===== src/rtl/ex_mem.sv =====
// ex_mem: EX -> MEM pipeline register with multi-cycle MADD/MSUB feedback.
//
// Ports:
//   clk, rst         clock; async active-low reset (rst=0 clears everything)
//   stall[5:0]       bit3 = EX stalled, bit4 = MEM stalled; other bits unused
//   flush            exception flush, overrides every other action
//   ex_*             instruction result fields coming out of EX
//   hilo_i, cnt_i    MADD/MSUB partial product and step counter from EX
//   mem_*            registered copies presented to MEM
//   hilo_o, cnt_o    registered partial product / step counter fed back to EX
//
// Per-edge action, highest priority first:
//   flush   : everything cleared
//   bubble  : EX stalled, MEM running -> NOP into MEM, feedback loaded
//   capture : EX running -> ex_* into MEM, feedback cleared
//   hold    : EX and MEM stalled -> nothing changes
module ex_mem (
  input  logic        clk,
  input  logic        rst,
  input  logic [5:0]  stall,
  input  logic        flush,
  input  logic        ex_valid,
  input  logic [4:0]  ex_wd,
  input  logic        ex_wreg,
  input  logic [31:0] ex_wdata,
  input  logic        ex_whilo,
  input  logic [31:0] ex_hi,
  input  logic [31:0] ex_lo,
  input  logic [63:0] hilo_i,
  input  logic [1:0]  cnt_i,
  output logic        mem_valid,
  output logic [4:0]  mem_wd,
  output logic        mem_wreg,
  output logic [31:0] mem_wdata,
  output logic        mem_whilo,
  output logic [31:0] mem_hi,
  output logic [31:0] mem_lo,
  output logic [63:0] hilo_o,
  output logic [1:0]  cnt_o
);

  logic        r_valid;
  logic [4:0]  r_wd;
  logic        r_wreg;
  logic [31:0] r_wdata;
  logic        r_whilo;
  logic [31:0] r_hi;
  logic [31:0] r_lo;
  logic [63:0] r_hilo;
  logic [1:0]  r_cnt;

  logic w_ex_stall;
  logic w_mem_stall;

  assign w_ex_stall  = stall[3];
  assign w_mem_stall = stall[4];

  always_ff @(posedge clk or negedge rst) begin
    if (!rst) begin
      r_valid <= 1'b0;
      r_wd    <= 5'd0;
      r_wreg  <= 1'b0;
      r_wdata <= 32'd0;
      r_whilo <= 1'b0;
      r_hi    <= 32'd0;
      r_lo    <= 32'd0;
      r_hilo  <= 64'd0;
      r_cnt   <= 2'd0;
    end else if (flush) begin
      r_valid <= 1'b0;
      r_wd    <= 5'd0;
      r_wreg  <= 1'b0;
      r_wdata <= 32'd0;
      r_whilo <= 1'b0;
      r_hi    <= 32'd0;
      r_lo    <= 32'd0;
      r_hilo  <= 64'd0;
      r_cnt   <= 2'd0;
    end else if (w_ex_stall && !w_mem_stall) begin
      // Bubble: MEM sees a NOP while the partial product circulates back to EX.
      r_valid <= 1'b0;
      r_wd    <= 5'd0;
      r_wreg  <= 1'b0;
      r_wdata <= 32'd0;
      r_whilo <= 1'b0;
      r_hi    <= 32'd0;
      r_lo    <= 32'd0;
      r_hilo  <= hilo_i;
      r_cnt   <= cnt_i;
    end else if (!w_ex_stall) begin
      // Capture (also taken for the illegal EX-running/MEM-stalled combination).
      // An invalid slot keeps its data fields but can never write state.
      r_valid <= ex_valid;
      r_wd    <= ex_wd;
      r_wreg  <= ex_wreg & ex_valid;
      r_wdata <= ex_wdata;
      r_whilo <= ex_whilo & ex_valid;
      r_hi    <= ex_hi;
      r_lo    <= ex_lo;
      r_hilo  <= 64'd0;
      r_cnt   <= 2'd0;
    end
    // else hold: every register keeps its value
  end

  assign mem_valid = r_valid;
  assign mem_wd    = r_wd;
  assign mem_wreg  = r_wreg;
  assign mem_wdata = r_wdata;
  assign mem_whilo = r_whilo;
  assign mem_hi    = r_hi;
  assign mem_lo    = r_lo;
  assign hilo_o    = r_hilo;
  assign cnt_o     = r_cnt;

  // EX running while MEM is stalled would drop an instruction upstream.
  a_illegal_stall: assert property (@(posedge clk) disable iff (!rst)
                                    !(!stall[3] && stall[4]));

endmodule


===== config.mk =====
export PLATFORM = sky130hd
export DESIGN_NAME = ex_mem
export DESIGN_NICKNAME = d
export VERILOG_FILES = /design/src/rtl/ex_mem.sv
export SDC_FILE = /design/constraint.sdc
export NUM_CORES = 1
export LEC_CHECK = 0
export ABC_CLOCK_PERIOD_IN_PS = 1000
export BUFFER_PORTS_ARGS = -buffer_cell sky130_fd_sc_hd__buf_4
export CORE_ASPECT_RATIO = 1.4
export CORE_MARGIN = 3
export CORE_UTILIZATION = 35
export CTS_CLUSTER_DIAMETER = 50
export DETAILED_ROUTE_END_ITERATION = 16
export GPL_ROUTABILITY_DRIVEN = 0
export PLACE_DENSITY = 0.7
export SETUP_SLACK_MARGIN = 0.02
export SYNTH_ARGS = -nofsm -noshare
export SYNTH_HDL_FRONTEND = slang
export SYNTH_SLANG_ARGS = --single-unit

===== constraint.sdc =====
create_clock -name clk -period 1 [get_ports clk]
set_input_delay 0.1 -clock clk [delete_from_list [all_inputs] [get_ports clk]]
set_output_delay 0.1 -clock clk [all_outputs]
set_load 0.005 [all_outputs]

==> flow_summary.json, run 1 <==
{
  "crit_fanout": 2,
  "worstSetupEndpoint": "hilo_o[30]",
  "clk_latency_ns": 0.42,
  "rsz0062_at_grt": "true",
  "cts_tree": "yes",
  "synth_cell_types": 16,
  "max_stage_delay_ns": 0.43,
  "reg2reg_to": "hilo_o[23]$_DFFE_PN0P_",
  "r2r_cells": 4,
  "ys_seq_area_share_pct": 59.8,
  "hold_violations": 0,
  "io_pins": 349,
  "post_drt_wl_per_cell_um": 17.8,
  "min_path_type": "in2reg",
  "antenna-diode-count": 0,
  "layout_common_cells": "buf_4 (261), buf_6 (172), dlygate4sd3_1 (171)",
  "worstSetupStartpoint": "hilo_o[30]$_DFFE_PN0P_",
  "critical-path-top-delay-family": "flip-flops",
  "worstPathRequired_ns": 0.90,
  "fmax_mhz": 919,
  "post_dp_cell_area_mm2": 0.0101,
  "dpl.hpwl_mm": 15.2,
  "clk_path_buf_depth": 2,
  "clkTransAtPathRegs_ns": 0.07,
  "drc": 0,
  "finalSetupViolCount": 171,
  "r2r_slack_ns": -0.01,
  "dieHeight_um": 175,
  "dieArea_mm2": 0.0221,
  "synth_top_family_by_area": "simple AND/OR/NAND/NOR gates",
  "netlist_instances": 655,
  "grt_pass1_vias": 7635,
  "grt_antenna_before_repair": 0,
  "end_kind": "output pin",
  "cp.depth": 1,
  "peakVddDrop_v": 0.000874,
  "core_area_mm2": 0.0199,
  "io_buffer_count": 344,
  "num_rows": 61,
  "synth-simple-area-share_pct": 18.4,
  "crit_buf_inv": 1,
  "worstMarginPinSlew_ns": 0.812,
  "synth_fa_ha_area_share_pct": 0,
  "via_count": 7347,
  "utilization_pct": 68.1,
  "max-cap-violations": 0,
  "cts_buffers": 17,
  "drt_iter0_drc": 441,
  "ys_ff_latch": 170,
  "grt_max_degree": 64,
  "grt_pass1_wl_mm": 40.1,
  "synth_area_per_cell_um2": 10.9,
  "synth_mux_area_share_pct": 9.29,
  "timing.final.ws_setup_ns": -0.0882,
  "layout_commonest_cell": "buf_4",
  "postRouteAntennaNets": 0,
  "grt_overflow": 0,
  "areaGrowthSynthToFinish_pct": 90.6,
  "leakagePower_uw": 0.00665,
  "worstPathArrival_ns": 0.99,
  "clock-sinks": 170,
  "setup_tns_ns": -6.10,
  "path_cells": "buf_6",
  "status": "finished with violations",
  "hold_depth": 4,
  "die_x_um": 126,
  "grt_use_total_pct": 22.7,
  "r2r-start": "hilo_o[23]$_DFFE_PN0P_",
  "stdcell_count": 1497,
  "startpoint_type": "flip-flop",
  "wl_mm": 26.6,
  "drt-pass1-iter-count": 5,
  "violations": "setup timing",
  "place_worst_setup_slack_ns": -0.116,
  "htree_levels": 4,
  "place_inst": 1224,
  "synth_compound_area_share_pct": 8.13,
  "post-route-period-util_pct": 109,
  "nets": 1412,
  "p_per_area_mw_per_mm2": 1240,
  "syn_area_mm2": 0.00711,
  "synth-warning-count": 0,
  "drive_gt1_share_pct": 38.6,
  "path_class": "reg2out",
  "cts-root-buf": "clkbuf_16",
  "crit_slowest_cell": "dfrtp_1",
  "fin_crit_ns": 1.09,
  "synth_xor_area_share_pct": 0,
  "syn-num-nets": 834,
  "viasPerCell": 4.91,
  "relSlewSlack_pct": 45.8,
  "fin_skew_ns": 0,
  "slew_violations": 0,
  "start_util_pct": 35.7,
  "fin_area_mm2": 0.0136
}
sequential cells by signal, summed over array words and instances (netlist names):
signal     flops
hilo_o        64
mem_hi        32
mem_lo        32
mem_wdata     32
mem_wd         5
cnt_o          2
mem_valid      1
mem_whilo      1
mem_wreg       1
what timing repair did:
action,CTS,global route
resized for setup,170,1
hold buffers,171,0
pin swaps,0,3
setup endpoints to repair,170,171
cloned,0,0
buffers inserted,28,43
endpoints found under the hold margin,340,0
power by group:
part           switching (µW)  leakage (µW)  total [µW]  internal, µW
logic                    1230       0.00408        3180          1960
registers                 221       0.00230        7370          7150
clock network            2920      0.000264        6220          3310
how the worst min path moves through the flow:
stage / slack (ns) / start / end
2_1_floorplan: -0.20 / rst / cnt_o[0]$_DFFE_PN0P_
3_3_place_gp: 0.004 / rst / hilo_o[46]$_DFFE_PN0P_
3_5_place_dp: 0.001 / rst / hilo_o[46]$_DFFE_PN0P_
4_1_cts: 0.08 / flush / mem_wreg$_DFFE_PN0P_
5_1_grt: 0.1 / flush / mem_wreg$_DFFE_PN0P_
6_report: 0.11 / flush / mem_wreg$_DFFE_PN0P_
area by class of cell:
cell class / count / area (µm²)
Tap cell: 252 / 315
Timing Repair Buffer: 618 / 5890
Fill cell: 1305 / 6360
Sequential cell: 170 / 4250
Multi-Input combinational cell: 426 / 2550
Clock buffer: 18 / 439
Clock inverter: 13 / 111
cell families after synthesis:
| family | Yosys count |
|---|---|
| simple gates | 256 |
| flops | 170 |
| compound gates | 104 |
| mux | 66 |
| buf+inv | 59 |
Yosys cell counts (all sizes together):
master  instances  area [µm²]
mux2i          66         661
nand2b         92         576
nor2           67         251
a21oi          91         455
a32o           11         110
o22ai           2        12.5
or2             1        6.26
dfrtp         170        4250
nand2           4        15.0
clkbuf         16        60.1
buf            43         251
nor2b           1        6.26
nand3          91         455
stage by stage:
stage / power [µW] / hold WS (ns)
2_1_floorplan: 8230 / -0.196
3_3_place_gp: 9630 / 0.00384
3_5_place_dp: 9660 / 0.00124
4_1_cts: 16700 / 0.0810
5_1_grt: 17500 / 0.0972
6_report: 16800 / 0.110
layer usage:
layer | GRT usage, % | vias to the layer above | share of wire, % | wire length (µm)
met5 | 0 | - | 0 | 0
li1 | - | 3375 | - | -
met3 | 6.24 | 64 | 6.6 | 1770
met2 | 39.5 | 316 | 53 | 14000
met1 | 25.8 | 3592 | 37 | 9840
met4 | 10.5 | 0 | 3.9 | 1040
Note: power is estimated with default switching activity, not from simulation.
==> run 2, diff against run 1 <==
Settings changed: GPL_ROUTABILITY_DRIVEN 0 to not set, MAX_ROUTING_LAYER set to met4.
==> run 2 against run 1 <==
The flow still finishes with violations (setup timing). Clock skew is the same. Cell area unchanged. Flip-flop and latch count unchanged. First-iteration DRC count shrank 11%. Combinational power about the same. Clock-buffer cell count unchanged. Sequential power about the same. Register-to-register slack about the same. Sequential share of layout area unchanged. Non-clock buffer count stayed put. Critical path depth is the same. Core utilization stayed put.
==> flow_summary.json, run 2 (synthesis gave the netlist of run 1 again) <==
{
  "pwr-share-seq_pct": 44.0,
  "drt-pass1-iter-count": 5,
  "max_stage_delay_ns": 0.44,
  "total_power_uw": 16800,
  "path_cells": "buf_6",
  "relSlewSlack_pct": 47.8,
  "peakVddDrop_v": 0.000867,
  "io_buffer_count": 344,
  "clkTransAtPathRegs_ns": 0.07,
  "grt_antenna_before_repair": 0,
  "antenna-diode-count": 0,
  "gp_congestion": 0.797,
  "swShare_pct": 26.0,
  "rsz0062_at_grt": "true",
  "worstPathArrival_ns": 0.99,
  "clk_latency_ns": 0.42,
  "layout_common_cells": "buf_4 (261), buf_6 (172), dlygate4sd3_1 (171)",
  "clk_path_buf_depth": 2,
  "pwr-share-comb_pct": 19.0,
  "cts_buffers": 17,
  "grt_use_total_pct": 23.4,
  "status": "finished with violations",
  "core_area_mm2": 0.0199,
  "layout_commonest_cell": "buf_4",
  "num_rows": 61,
  "finalSetupViolCount": 171,
  "cts-root-buf": "clkbuf_16",
  "clkPwrFrac_pct": 37.1,
  "startpoint_type": "flip-flop",
  "leakagePower_uw": 0.00665,
  "worstMarginPinSlew_ns": 0.781,
  "clock-sinks": 170,
  "grt_pass1_vias": 7646,
  "fmax_mhz": 919,
  "end_kind": "output pin",
  "p_int_uw": 12400,
  "grt_max_degree": 64,
  "post_drt_wl_per_cell_um": 17.8,
  "start_util_pct": 35.7,
  "p_per_area_mw_per_mm2": 1240,
  "max-cap-violations": 0,
  "dpl.hpwl_mm": 15.2,
  "die_x_um": 126,
  "grt_overflow": 0,
  "areaGrowthSynthToFinish_pct": 90.6,
  "largest_reg_flops": 64,
  "cts_tree": "yes",
  "dieHeight_um": 175,
  "setup_tns_ns": -5.78,
  "slew_violations": 0,
  "grt_pass1_wl_mm": 40.1,
  "critical-path-top-delay-family": "flip-flops",
  "io_pins": 349,
  "utilization_pct": 68.1,
  "violations": "setup timing",
  "via_count": 7376,
  "min_path_type": "in2reg",
  "crit_slowest_cell": "dfrtp_1",
  "crit_buf_inv": 1,
  "htree_levels": 4,
  "fin_skew_ns": 0,
  "drt_iter0_drc": 393,
  "crit_fanout": 2,
  "worst_hold_slack_ns": 0.112,
  "worstPathRequired_ns": 0.90,
  "fin_crit_ns": 1.09,
  "wl_mm": 26.6,
  "drc": 0,
  "dieArea_mm2": 0.0221,
  "postRouteAntennaNets": 0,
  "hold_violations": 0,
  "viasPerCell": 4.93,
  "nets": 1412,
  "switchingPower_uw": 4350,
  "post-route-period-util_pct": 109,
  "timing.final.ws_setup_ns": -0.0884,
  "path_class": "reg2out",
  "drive_gt1_share_pct": 38.6
}
## run 2: cell counts in the layout (fill, tap and decap cells not counted)
Identical to the previous run, type by type.
## run 2: routing by layer
metal  vias to the layer above  part of all wire, %  wire (µm)  track usage, %
met5                         -                    0          0               -
met4                         0                  3.9       1050            10.5
met3                        65                  6.1       1640            5.05
met2                       317                   53      14100            39.5
met1                      3616                   37       9860            26.5
li1                       3378                    -          -               -
## run 2: power groups by stage
stage          Clock, µW  Sequential (µW)  Combinational [µW]
3_3_place_gp           0             7420                2200
4_1_cts             6360             7350                3010
2_1_floorplan          0             7440                 782
3_5_place_dp           0             7430                2230
6_report            6210             7370                3180
5_1_grt             6670             7390                3410
## run 2: cell type report
| cell class | count | area [µm²] |
|---|---|---|
| Clock inverter | 13 | 111 |
| Tap cell | 252 | 315 |
| Timing Repair Buffer | 618 | 5890 |
| Multi-Input combinational cell | 426 | 2550 |
| Fill cell | 1305 | 6360 |
| Clock buffer | 18 | 439 |
| Sequential cell | 170 | 4250 |
## run 2: through the flow
step	std cells	cell area, µm²	setup WS, ns
6_report	1497	13600	-0.0884
5_1_grt	1497	13600	-0.133
4_1_cts	1454	13200	-0.107
3_5_place_dp	1224	10100	-0.116
3_3_place_gp	1224	10100	-0.0907
2_1_floorplan	655	7110	0.128
## run 2: worst paths after layout
check	to	slack, ns	start	cells past startpoint
min	mem_wreg$_DFFE_PN0P_	0.11	flush	4
min in group asynchronous	hilo_o[46]$_DFFE_PN0P_	0.16	rst	2
max reg2reg	hilo_o[23]$_DFFE_PN0P_	-0.01	hilo_o[23]$_DFFE_PN0P_	4
max	hilo_o[30]	-0.09	hilo_o[30]$_DFFE_PN0P_	1
max in group asynchronous	hilo_o[26]$_DFFE_PN0P_	0.31	rst	3
min reg2reg	hilo_o[18]$_DFFE_PN0P_	0.56	hilo_o[18]$_DFFE_PN0P_	2
## run 2: what timing repair did
| item | CTS | global route |
|---|---|---|
| setup buffers | 28 | 43 |
| endpoints found under the setup margin | 170 | 171 |
| resized for setup | 170 | 1 |
| hold endpoints to repair | 340 | 0 |
| pin swaps | 0 | 3 |
| hold buffers | 171 | 0 |
